==> config.mk <==
export PLATFORM = sky130hd
export DESIGN_NAME = rom_access_arbiter
export DESIGN_NICKNAME = d
export VERILOG_FILES = /design/src/rtl/rom_access_arbiter.sv
export SDC_FILE = /design/constraint.sdc
export NUM_CORES = 1
export LEC_CHECK = 0
export ABC_AREA = 1
export BUFFER_PORTS_ARGS = -buffer_cell sky130_fd_sc_hd__buf_4
export CORE_UTILIZATION = 47
export CTS_BUF_LIST = sky130_fd_sc_hd__clkbuf_8
export CTS_CLUSTER_DIAMETER = 40
export DETAILED_ROUTE_END_ITERATION = 12
export PLACE_DENSITY_LB_ADDON = 0.1
export SYNTH_ARGS = -nofsm -noshare
export SYNTH_HDL_FRONTEND = slang
export SYNTH_SLANG_ARGS = --single-unit
==> constraint.sdc <==
create_clock -name clk -period 1.7 [get_ports clk]
set_input_delay 0.255 -clock clk [delete_from_list [all_inputs] [get_ports clk]]
set_output_delay 0.255 -clock clk [all_outputs]
set_load 0.01 [all_outputs]
==> src/rtl/rom_access_arbiter.sv <==
// Round-robin arbiter sharing one synchronous-read memory among NUM_REQ clients.
// Grants one requester per cycle and returns its word two edges later with a one-hot tag.
module rom_access_arbiter #(
  parameter int NUM_REQ = 4,
  parameter int ADDR_W  = 3,
  parameter int DATA_W  = 8
) (
  input  logic                      clk,
  input  logic                      rst,
  input  logic [NUM_REQ-1:0]        req,
  input  logic [NUM_REQ*ADDR_W-1:0] req_addr,
  output logic [NUM_REQ-1:0]        gnt,
  output logic                      mem_en,
  output logic [ADDR_W-1:0]         mem_addr,
  input  logic [DATA_W-1:0]         mem_rdata,
  output logic [NUM_REQ-1:0]        rd_valid,
  output logic [DATA_W-1:0]         rd_data
);

  localparam int PW = (NUM_REQ > 1) ? $clog2(NUM_REQ) : 1;

  logic [PW-1:0]      rr_ptr_q, rr_ptr_d;
  logic [NUM_REQ-1:0] gnt_q, gnt_d;
  logic               mem_en_q, mem_en_d;
  logic [ADDR_W-1:0]  mem_addr_q, mem_addr_d;
  logic [NUM_REQ-1:0] tag_q, tag_d;
  logic [NUM_REQ-1:0] rd_valid_q, rd_valid_d;
  logic [DATA_W-1:0]  rd_data_q, rd_data_d;

  logic               found;
  logic [PW-1:0]      win;
  int                 idx;

  // Scan from rr_ptr upward, wrapping, and take the first active request.
  always_comb begin
    found = 1'b0;
    win   = '0;
    idx   = 0;
    for (int k = 0; k < NUM_REQ; k++) begin
      idx = int'(rr_ptr_q) + k;
      if (idx >= NUM_REQ) idx = idx - NUM_REQ;
      if (!found && req[idx]) begin
        found = 1'b1;
        win   = PW'(idx);
      end
    end
  end

  always_comb begin
    rr_ptr_d   = rr_ptr_q;
    gnt_d      = '0;
    mem_en_d   = 1'b0;
    mem_addr_d = mem_addr_q;
    if (found) begin
      gnt_d      = NUM_REQ'(1) << win;
      mem_en_d   = 1'b1;
      mem_addr_d = req_addr[int'(win)*ADDR_W +: ADDR_W];
      rr_ptr_d   = (win == PW'(NUM_REQ-1)) ? '0 : win + PW'(1);
    end
    tag_d      = gnt_q;
    rd_valid_d = tag_q;
    rd_data_d  = (|tag_q) ? mem_rdata : rd_data_q;
  end

  always_ff @(posedge clk or posedge rst) begin
    if (rst) begin
      rr_ptr_q   <= '0;
      gnt_q      <= '0;
      mem_en_q   <= 1'b0;
      mem_addr_q <= '0;
      tag_q      <= '0;
      rd_valid_q <= '0;
      rd_data_q  <= '0;
    end else begin
      rr_ptr_q   <= rr_ptr_d;
      gnt_q      <= gnt_d;
      mem_en_q   <= mem_en_d;
      mem_addr_q <= mem_addr_d;
      tag_q      <= tag_d;
      rd_valid_q <= rd_valid_d;
      rd_data_q  <= rd_data_d;
    end
  end

  assign gnt      = gnt_q;
  assign mem_en   = mem_en_q;
  assign mem_addr = mem_addr_q;
  assign rd_valid = rd_valid_q;
  assign rd_data  = rd_data_q;

endmodule

======== Word level (Yosys, flattened, before mapping) ========
Cells that the tools add are included.
cells by class
  $add $sub $neg .......................... 8
  $mul .................................... 1
  order comparisons ....................... 8
  eq/ne operators ......................... 1
  shift operators ......................... 2
  muxes and demuxes ....................... 27
  reductions and logical operators ........ 7
operator list
  kind                                                                                 count
  32-bit by 4-bit < comparator with 1-bit output, second input constant                4
  32-bit 2-to-1 mux                                                                    4
  1-bit 2-to-1 mux                                                                     13
  12-bit by 5-bit indexed part select with 3-bit output                                1
  3-bit by 3-bit subtractor with 4-bit output, second input constant                   3
  2-bit 2-to-1 mux                                                                     5
  3-bit greater-or-equal comparator, second input constant                             3
  1-bit binary-select mux with 2-bit select                                            4
  2-bit by 2-bit adder with 3-bit output, second input constant                        2
  2-bit by 2-bit multiplier with 4-bit output, second input constant                   1
  4-bit 2-to-1 mux                                                                     1
  4-bit OR reduction                                                                   1
  1-bit by 2-bit left shift with 4-bit output, first input constant                    1
  2-bit by 3-bit subtractor with 4-bit output, second input constant                   1
  2-bit by 1-bit adder with 3-bit output, second input constant                        1
  2-bit by 3-bit greater-or-equal comparator with 1-bit output, second input constant  1
  1-bit logical AND                                                                    3
  1-bit logical NOT                                                                    3
  2-bit by 1-bit adder with 2-bit output, second input constant                        1
  2-bit == test, second input constant                                                 1
word-level totals
  bits in registers ....................... 26
  bits of input ports ..................... 26
  word-level logic and storage cells ...... 61

======== Logic depth before layout (Yosys ltp) ========
Gate-level depths: netlist of run 1.
  word-level depth ........................ 17
  gate-level depth with buffers ........... 14

======== Least setup slack after synthesis of run 1 ========
Ideal clock, no wire load.
  path kind ............................... register -> register
  start ................................... register rr_ptr_q[0]
  end ..................................... register rr_ptr_q[1]
  arrival ................................. 1.627 ns
  data required time ...................... 1.579 ns
  path slack .............................. -0.048 ns
  cell stages (with the launch flop) ...... 13
  buffers on the path ..................... 1
  clock period less this slack ............ 1.748 ns
  cells stage by stage .................... dfrtp_1 buf_6 nand2_1 nand3_2 nand2_4 nor2_1 nor2_2 nand2_4 nand2_4 inv_2 ha_1 nand2_1 o21ai_1
between the ends
  word-level cells in the longest chain between the ends .. 17
  elaborated cells between the ends (all ways) .. 44
  those cells by class .................... add/sub: 8; order compare: 4; eq/ne: 1; mux: 25; reduce/logical: 6
RTL lines
  what                                                                                  RTL line  RTL
  start, declared                                                                       22        logic [PW-1:0] rr_ptr_q, rr_ptr_d;
  start signal, assigned                                                                75        rr_ptr_q <= rr_ptr_d;
  branches (longest 17 deep; another with 3-bit by 3-bit subtractor with 4-bit output)  --
Parallel ways; which one is timed is not known. The select of a mux whose other input is x is not followed.
A chain may end at the register's enable or synchronous reset.

======== Worst setup path in the final report of run 1 ========
Ends and elaborated chain as after synthesis.

==> results.txt, run 1 <==
startpoint type of the worst setup path: flip-flop
sequential-to-total area share from yosys stat: 45.5%
final critical delay including setup and external delays: 1.77 ns
via density per instance: 4.99
largest net degree at the start of global routing: 27
Cell Area, Placed: 0.00192 mm2
Req. time, crit path: 1.86 ns
number of buffers between clock root and the deepest sink: 2
clock latency on the worst-skew pair: 0.26 ns
final layout net count: 250
clock network fraction of design power: 9.9%
worst slew margin relative to its limit: 77.6%
floorplan die area: 0.00326 mm2
grt total ovfl: 0
Largest stage delay, worst path: 0.45 ns
FF-to-FF setup slack: -0.07 ns
Netlist Area Pre-Place: 0.00143 mm2
cells taking the most area after synthesis: sky130_fd_sc_hd__dfrtp_1, sky130_fd_sc_hd__nand2_1, sky130_fd_sc_hd__mux2_1
all-layer global routing usage: 19.0%
Boundary Pins: 46
post-route cell area: 0.00210 mm2
maximum vdd ir drop: 1.52 mV
number of antenna violations at the first check in global routing: 0
DR WL/cell: 11.3 um
number of DRC violations after detailed-routing iteration 0: 39
diode insertion count for antenna repair: 0
root buffer cell: sky130_fd_sc_hd__clkbuf_8
DR vias: 1248
num rows: 19
class of the most critical setup path: flip-flop to flip-flop
most common cell after layout, fill and taps aside: sky130_fd_sc_hd__buf_4
Std-Cell Core Area: 0.00283 mm2
most frequent cells in the layout: sky130_fd_sc_hd__buf_4, sky130_fd_sc_hd__nand2_1, sky130_fd_sc_hd__dfrtp_1, sky130_fd_sc_hd__inv_1, sky130_fd_sc_hd__nand2_2
Worst Path Arrival: 1.93 ns
Post-synth EDFFs: 0
worst clock skew: 0.00776 ns
power density over the cells: 2340 mW/mm2
FF+latch count, synth: 26
leakage: 1.13 nW
sw power: 2.21 mW
total of endpoints with negative setup slack in the final report: 6
DR top layer: met4
x dimension of the die: 57.1 um
CTS H-tree depth: 1
switching fraction of total power: 44.9%
Crit Path Max Fanout: 5
clock transition at the registers of the reported paths: 0.09 ns
clock tree sinks: 26
total count of hold-check failures in the final report: 0
detailed-routed wire length on met3: 172 um
max-slew violations: 0
setup repair after global routing missed its margin: yes
growth of design area from synthesis to finish: 47.2%
cells along the critical path: buf_4, nand2_4, nand3_1, nand2_2, inv_2, nand3_4, nand3_2, nand2_4, inv_4, ha_4, nand2_1, o21ai_1
Final Cycle Share: 104%
share of final-layout standard cells stronger than drive strength 1: 52.1%
DRC Markers: 7
maximum operating frequency: 564 MHz
met1 WL: 1140 um
critical-path cell with the highest stage delay: sky130_fd_sc_hd__dfrtp_2
wire length of the first global-routing pass: 4850 um
worst reg2reg startpoint: rr_ptr_q[0]
met2 wire len: 1480 um
run status: finished, violations left
Worst path most repeated cell: sky130_fd_sc_hd__nand2_4
routability-driven placement congestion ratio: 0.875
total nets after synthesis: 188
Final Worst Setup Slack: -0.0734 ns
via count of the first global-routing pass: 1181
part of the total power dissipated in combinational logic: 68.6%
CP startpoint: rr_ptr_q[0]
port buffer count: 45
max capacitance violation total: 0
height of the die: 57.1 um
Most used DFF post-synth: sky130_fd_sc_hd__dfrtp_1
worst hold-check slack: 0.0326 ns
Min-Delay Path Class: input port to async pin
internal power component: 2.71 mW
slew at the pin closest to its max-slew limit: 0.336 ns
placed wire-length estimate after detailed placement: 2140 um
cts-stage hold buffer count: 0
clock buffer count from CTS: 3
number of instances in the synthesized netlist: 158
Synth async-reset ratio: 100%
average cell area after synthesis: 9.04 um2
TritonRoute pass-1 iters: 8
clock tree from TritonCTS: built
Ys Warns: 0
endpoint type of the worst setup path: flip-flop
initial core utilization: 50.5%
aggregate routed wire length: 2820 um
relative contribution of sequential cells to total power: 21.5%
cell type contributing the most total cell area after synthesis: sky130_fd_sc_hd__dfrtp_1
antenna-violating nets left: 0
count of different cell masters after synthesis: 25
violated checks: design-rule violations, negative setup slack
fill cell instance count of the final layout: 211
top cell type's share of synthesized area: 45.5%
-- power by group through the flow --
stage / registers (mW) / clock network, mW / logic (mW)
after floorplan: 1.15 / 0 / 1.96
after CTS: 1.05 / 0.501 / 3.29
after detailed placement: 1.06 / 0 / 3.01
after global placement: 1.04 / 0 / 2.92
after global routing: 1.09 / 0.526 / 3.72
final: 1.06 / 0.486 / 3.37
-- Yosys cell counts, types with 2 or more instances --
cell,n
sky130_fd_sc_hd__nand2_1,49
sky130_fd_sc_hd__dfrtp_1,26
sky130_fd_sc_hd__inv_1,17
sky130_fd_sc_hd__nand3_1,11
sky130_fd_sc_hd__inv_2,10
sky130_fd_sc_hd__mux2_1,8
sky130_fd_sc_hd__nand2_4,6
sky130_fd_sc_hd__ha_1,4
sky130_fd_sc_hd__nand2_2,4
sky130_fd_sc_hd__nand3_2,3
sky130_fd_sc_hd__nand3b_1,3
sky130_fd_sc_hd__nor2_1,3
sky130_fd_sc_hd__buf_6,2
-- cells by family after synthesis --
| kind of cell | after synthesis | share of synthesized area [%] |
|---|---|---|
| AND/OR/NAND/NOR | 86 | 33.2 |
| buffers and inverters | 30 | 8.93 |
| flip-flops | 26 | 45.5 |
| multiplexers | 8 | 6.30 |
| AO/OA/AOI/OAI | 4 | 2.54 |
| adder cells (fa/ha/maj) | 4 | 3.50 |
-- worst max-delay path: cells and delay by family, from the launching register on --
| kind | cells | cell delay (ns) |
|---|---|---|
| AO/OA/AOI/OAI | 1 | 0.06 |
| adder cells (fa/ha/maj) | 1 | 0.23 |
| flip-flops | 1 | 0.45 |
| AND/OR/NAND/NOR | 7 | 0.64 |
| buffers and inverters | 3 | 0.29 |
-- through the flow --
step | util (%) | power, mW | setup TNS (ns) | std cells | setup slack [ns]
floorplan | - | 3.12 | 0 | 158 | 0.00555
global placement | 68.0 | 3.96 | -0.179 | 244 | -0.0512
global route | 74.3 | 5.33 | -1.05 | 250 | -0.177
CTS | 73.3 | 4.84 | -0.119 | 250 | -0.0339
detailed placement | 68.0 | 4.07 | -0.312 | 244 | -0.0725
finish | 74.3 | 4.92 | -0.183 | 250 | -0.0734
-- layer usage --
layer  track usage, %  up-vias
li1                 -      615
met1             23.1      581
met2             34.5       48
met3             3.40        4
met4             5.23        0
met5                0        -
-- timing repair --
item | CTS | global route
gates resized for setup | 20 | 7
cloned | 1 | 0
pin swaps | 7 | 3
setup buffers | 1 | 0
setup endpoints to repair | 7 | 9
-- cell type report --
| class | count | area, um2 | area share (%) |
|---|---|---|---|
| clock inverter | 1 | 30.0 | 1.43 |
| multi-input combinational | 102 | 766 | 36.4 |
| sequential | 26 | 652 | 31.0 |
| tap | 31 | 38.8 | 1.84 |
| clock buffer | 3 | 41.3 | 1.96 |
| timing repair buffer | 60 | 462 | 22.0 |
| inverter | 27 | 114 | 5.41 |
-- path summary, 6_finish.rpt --
| kind | to | cells past startpoint |
|---|---|---|
| setup reg to reg | rr_ptr_q[1] | 12 |
| max in group asynchronous | rr_ptr_q[0] | 3 |
| hold / removal | rr_ptr_q[1] | 3 |
| min in group clk | rd_data[0] | 2 |
| setup / recovery | rr_ptr_q[1] | 12 |
| hold reg to reg | rd_valid[1] | 0 |
-- flip-flops by register name, summed over array words and instances (netlist names) --
name	count
rd_valid_d	4
mem_en	1
rd_valid	4
rd_data	8
gnt	4
mem_addr	3
rr_ptr_q	2
Note: power is estimated with default switching activity, not from simulation.
==> run 2: changes to the inputs <==
ABC_AREA = not set   (was 1)
CORE_UTILIZATION = 44   (was 47)
==> run 2 against run 1 <==
The flow now finishes without violations. Synthesized cell count down 47%. Routed wire length down 27%. Sequential power about the same. Clock skew down 0.0060 ns. Hold slack worse by 0.0035 ns. Clock power up 3%. Cell count down 34%. Global-route usage down 1.5 points. Setup slack better by 0.14 ns.
==> results.txt, run 2 <==
max capacitance violation total: 0
main combinational cell family by area after synthesis: multiplexers
port buffer count: 45
max-slew violations: 0
FF-to-FF setup slack: 0.07 ns
x dimension of the die: 52.5 um
non-filler cells, final: 164
Std-Cell Core Area: 0.00230 mm2
CTS H-tree depth: 1
number of DRC violations after detailed-routing iteration 0: 9
power density over the cells: 1680 mW/mm2
placed wire-length estimate after detailed placement: 1560 um
share of final-layout standard cells stronger than drive strength 1: 55.1%
DRC Markers: 0
cts-stage hold buffer count: 0
FF+latch count, synth: 26
startpoint type of the worst setup path: flip-flop
Synth top cells by count: sky130_fd_sc_hd__dfrtp_1, sky130_fd_sc_hd__mux2_2, sky130_fd_sc_hd__nor2_1
Cell Area, Placed: 0.00150 mm2
height of the die: 52.5 um
floorplan die area: 0.00275 mm2
Post-synth EDFFs: 0
clock buffer count from CTS: 3
setup repair after global routing missed its margin: no
maximum operating frequency: 612 MHz
top cell type's share of synthesized area: 58.1%
number of buffers inserted by post-CTS setup repair: 0
average cell area after synthesis: 13.5 um2
largest net degree at the start of global routing: 27
cell type contributing the most total cell area after synthesis: sky130_fd_sc_hd__dfrtp_1
Final Worst Setup Slack: 0.0667 ns
Synth async-reset ratio: 100%
Post-Synth XOR/XNOR Area: 0%
most frequent cells in the layout: sky130_fd_sc_hd__buf_4, sky130_fd_sc_hd__dfrtp_1, sky130_fd_sc_hd__mux2_2, sky130_fd_sc_hd__nor2_1
leakage: 0.797 nW
number of instances in the synthesized netlist: 83
TritonRoute pass-1 iters: 4
Ys Warns: 0
worst clock skew: 0.00172 ns
Min-Delay Path Class: input port to async pin
Worst Reg-to-Reg Cells: 5
initial core utilization: 48.7%
all-layer global routing usage: 17.5%
worst slack, placed: 0.0668 ns
growth of design area from synthesis to finish: 42.0%
via density per instance: 4.93
Final Cycle Share: 96.1%
wire length of the first global-routing pass: 3350 um
Req. time, crit path: 1.86 ns
Power Total: 2.67 mW
Worst Path Arrival: 1.79 ns
Compound-Gate Fraction of Synth Area: 10.9%
total nets after synthesis: 113
root buffer cell: sky130_fd_sc_hd__clkbuf_8
slew at the pin closest to its max-slew limit: 0.354 ns
Crit Path Max Fanout: 7
Resized cells post-CTS: 0
class of the most critical setup path: flip-flop to flip-flop
maximum vdd ir drop: 1.21 mV
worst reg2reg startpoint: rr_ptr_q[0]
Boundary Pins: 46
DR vias: 809
setup_tns: 0 ns
sequential-to-total area share from yosys stat: 58.1%
Largest stage delay, worst path: 0.42 ns
routability-driven placement congestion ratio: 0.691
Crit Reg-Reg Endpoint: rr_ptr_q[1]
grt total ovfl: 0
worst hold-check slack: 0.0291 ns
diode insertion count for antenna repair: 0
most common cell after layout, fill and taps aside: sky130_fd_sc_hd__buf_4
total of endpoints with negative setup slack in the final report: 0
simple-gate area share of the yosys netlist: 11.3%
number of cells on the critical path: 5
fraction of the mapped netlist area in adder cells: 4.47%
final layout net count: 167
worst slew margin relative to its limit: 76.4%
cells along the critical path: and2b_1, a21oi_1, o211a_4, ha_1, mux2_4
number of buffers between clock root and the deepest sink: 2
cells taking the most area after synthesis: sky130_fd_sc_hd__dfrtp_1, sky130_fd_sc_hd__mux2_2, sky130_fd_sc_hd__ha_1
total count of hold-check failures in the final report: 0
antenna-violating nets left: 0
max reg flops: 8
final core utilization: 69.2%
mux share of post-synthesis cell area: 12.1%
most frequent cell after synthesis: sky130_fd_sc_hd__dfrtp_1
clock tree from TritonCTS: built
Cells after DPL: 157
number of antenna violations at the first check in global routing: 0
aggregate routed wire length: 2060 um
clock tree sinks: 26
count of different cell masters after synthesis: 23
num rows: 17
DR WL/cell: 12.6 um
Most used DFF post-synth: sky130_fd_sc_hd__dfrtp_1
clock latency on the worst-skew pair: 0.27 ns
final critical delay including setup and external delays: 1.63 ns
Netlist Area Pre-Place: 0.00112 mm2
Top delay family on crit path: flip-flops
run status: finished, final reports clean
via count of the first global-routing pass: 798
critical-path cell with the highest stage delay: sky130_fd_sc_hd__dfrtp_1
endpoint type of the worst setup path: flip-flop
clock transition at the registers of the reported paths: 0.09 ns
post-route cell area: 0.00159 mm2
buffer and inverter count on the worst path: 0
run 2: worst max-delay path by stage:
stage,startpoint,to
global placement,rr_ptr_q[0],rr_ptr_q[1]
finish,rr_ptr_q[0],rr_ptr_q[1]
floorplan,rr_ptr_q[0],rr_ptr_q[1]
CTS,rr_ptr_q[0],rr_ptr_q[1]
global route,rr_ptr_q[0],rr_ptr_q[1]
detailed placement,rr_ptr_q[0],rr_ptr_q[1]
run 2: cell families (layout without fill, tap and decap cells):
family	after synthesis	count (layout)
muxes	12	12
DFF	26	26
AOI/OAI and AO/OA	14	14
and+or+nand+nor	21	21
buffers and inverters	6	59
adders and majority gates	4	4
run 2: cell type report:
cell class	instances	area [um2]
sequential	26	651
multi-input combinational	51	434
inverter	5	23.8
fill	165	707
clock inverter	1	30.0
tap	28	35.0
timing repair buffer	50	375
clock buffer	3	41.3
run 2: report_power, final:
group	switching [mW]	internal (mW)	leakage, nW
combinational	0.463	0.660	0.446
clock	0.186	0.315	0.0357
sequential	0.167	0.879	0.315
total	0.816	1.85	0.797
run 2: tightest hold or removal path, cell delays in order:
cell and delay (ns):
sky130_fd_sc_hd__buf_4 0.11, sky130_fd_sc_hd__inv_1 0.04, sky130_fd_sc_hd__buf_4 0.30
run 2: per-layer routing:
layer	routed length (um)	vias to the layer above	GRT usage, %
li1	-	390	-
met1	832	381	19.0
met2	1090	34	31.2
met3	122	4	6.38
met4	15	0	5.70
met5	0	-	0
==> run 3: changes to the inputs <==
RECOVER_POWER = 50   (was not set)
SKIP_CTS_REPAIR_TIMING = 1   (was not set)
==> run 3 against run 2 <==
Via count up 0.25%. Non-clock buffer count stayed put. Routed wire length decreased by 0.15%. Cell area is 0.47% lower. Sequential cell count did not move. Clock power hardly changed. Register-to-register slack about the same. Die area unchanged. Clock skew barely moved. Critical endpoint unchanged. Largest cell class unchanged. Highest routed layer unchanged.
==> results.txt, run 3 (synthesis results as in run 2) <==
diode insertion count for antenna repair: 0
leakage: 0.789 nW
worst slew margin relative to its limit: 12.8%
number of antenna violations at the first check in global routing: 0
port buffer count: 45
most common cell after layout, fill and taps aside: sky130_fd_sc_hd__buf_4
Cells after DPL: 157
endpoint type of the worst setup path: flip-flop
floorplan die area: 0.00275 mm2
number of cells on the critical path: 5
area of combinational cells with multiple inputs: 434 um2
final critical delay including setup and external delays: 1.63 ns
class of the most critical setup path: flip-flop to flip-flop
placed wire-length estimate after detailed placement: 1560 um
non-filler cells, final: 164
Crit Reg-Reg Endpoint: rr_ptr_q[1]
cell depth of the worst hold path: 2
startpoint type of the worst setup path: flip-flop
wire length of the first global-routing pass: 3350 um
routability-driven placement congestion ratio: 0.691
via count of the first global-routing pass: 798
grt total ovfl: 0
clock buffer count from CTS: 3
Cell Area, Placed: 0.00150 mm2
total of endpoints with negative setup slack in the final report: 0
share of final-layout standard cells stronger than drive strength 1: 53.7%
Worst Reg-to-Reg Cells: 5
power density over the cells: 1680 mW/mm2
clock transition at the registers of the reported paths: 0.09 ns
startpoint of the tightest hold check path: mem_rdata[4]
clock tree sinks: 26
buffer and inverter count on the worst path: 0
Power Total: 2.66 mW
Top delay family on crit path: flip-flops
worst reg2reg startpoint: rr_ptr_q[0]
worst clock skew: 0.00143 ns
Std-Cell Core Area: 0.00230 mm2
num rows: 17
final core utilization: 68.9%
clock tree from TritonCTS: built
post-route cell area: 0.00158 mm2
Final Cycle Share: 96.2%
initial core utilization: 48.7%
root buffer cell: sky130_fd_sc_hd__clkbuf_8
setup repair after global routing missed its margin: no
worst slack, placed: 0.0668 ns
most frequent cells in the layout: sky130_fd_sc_hd__buf_4, sky130_fd_sc_hd__dfrtp_1, sky130_fd_sc_hd__mux2_2, sky130_fd_sc_hd__nor2_1
Hold Path Sink: rd_data[4]
CTS H-tree depth: 1
Largest stage delay, worst path: 0.42 ns
height of the die: 52.5 um
setup_tns: 0 ns
number of buffers between clock root and the deepest sink: 2
TritonRoute pass-1 iters: 4
Crit Path Max Fanout: 7
DRC Markers: 0
growth of design area from synthesis to finish: 41.3%
maximum operating frequency: 612 MHz
total count of hold-check failures in the final report: 0
fill cell instance count of the final layout: 166
max capacitance violation total: 0
Req. time, crit path: 1.86 ns
Final Worst Setup Slack: 0.0652 ns
number of DRC violations after detailed-routing iteration 0: 9
worst hold-check slack: 0.214 ns
run status: finished, final reports clean
slew at the pin closest to its max-slew limit: 1.31 ns
critical-path cell with the highest stage delay: sky130_fd_sc_hd__dfrtp_1
maximum vdd ir drop: 1.21 mV
via density per instance: 4.95
max-slew violations: 0
final layout net count: 167
Boundary Pins: 46
clock latency on the worst-skew pair: 0.27 ns
register area: 651 um2
aggregate routed wire length: 2060 um
Worst Path Arrival: 1.79 ns
FF-to-FF setup slack: 0.07 ns
Min-Delay Path Class: input port to flip-flop
DR WL/cell: 12.5 um
cells along the critical path: and2b_1, a21oi_1, o211a_4, ha_1, mux2_4
DR vias: 811
x dimension of the die: 52.5 um
largest net degree at the start of global routing: 27
max reg flops: 8
antenna-violating nets left: 0
all-layer global routing usage: 17.5%
-- run 3: changes by cell type in the layout (fill, tap and decap cells not counted) --
cell                       before  now
sky130_fd_sc_hd__clkbuf_4       0    1
sky130_fd_sc_hd__buf_4         50   47
sky130_fd_sc_hd__clkbuf_1       0    2
-- run 3: worst max path at each step --
| stage | start | end | slack, ns |
|---|---|---|---|
| after floorplan | rr_ptr_q[0] | rr_ptr_q[1] | 0.16 |
| after global placement | rr_ptr_q[0] | rr_ptr_q[1] | 0.13 |
| after detailed placement | rr_ptr_q[0] | rr_ptr_q[1] | 0.07 |
| after CTS | rr_ptr_q[0] | rr_ptr_q[1] | 0.05 |
| after global routing | rr_ptr_q[0] | rr_ptr_q[1] | 0.0006 |
| final | rr_ptr_q[0] | rr_ptr_q[1] | 0.07 |
-- run 3: power by group --
part | total [mW] | switching, mW | internal [mW]
sequential | 1.04 | 0.165 | 0.879
clock | 0.501 | 0.186 | 0.315
combinational | 1.12 | 0.463 | 0.652
-- run 3: layer usage --
metal  vias to the layer above  wire [um]  global-route usage, %
met4                         0         15                   5.70
met1                       383        849                   19.0
met5                         -          0                      0
met2                        33       1070                   31.2
li1                        391          -                      -
met3                         4        124                   6.38
-- run 3: area by class of cell --
cell class	instances	share of cell area (%)
Tap cell	28	2.21
Sequential cell	26	41.1
Clock inverter	1	1.90
Clock buffer	3	2.61
Inverter	5	1.50
Timing Repair Buffer	50	23.2
Multi-Input combinational cell	51	27.4
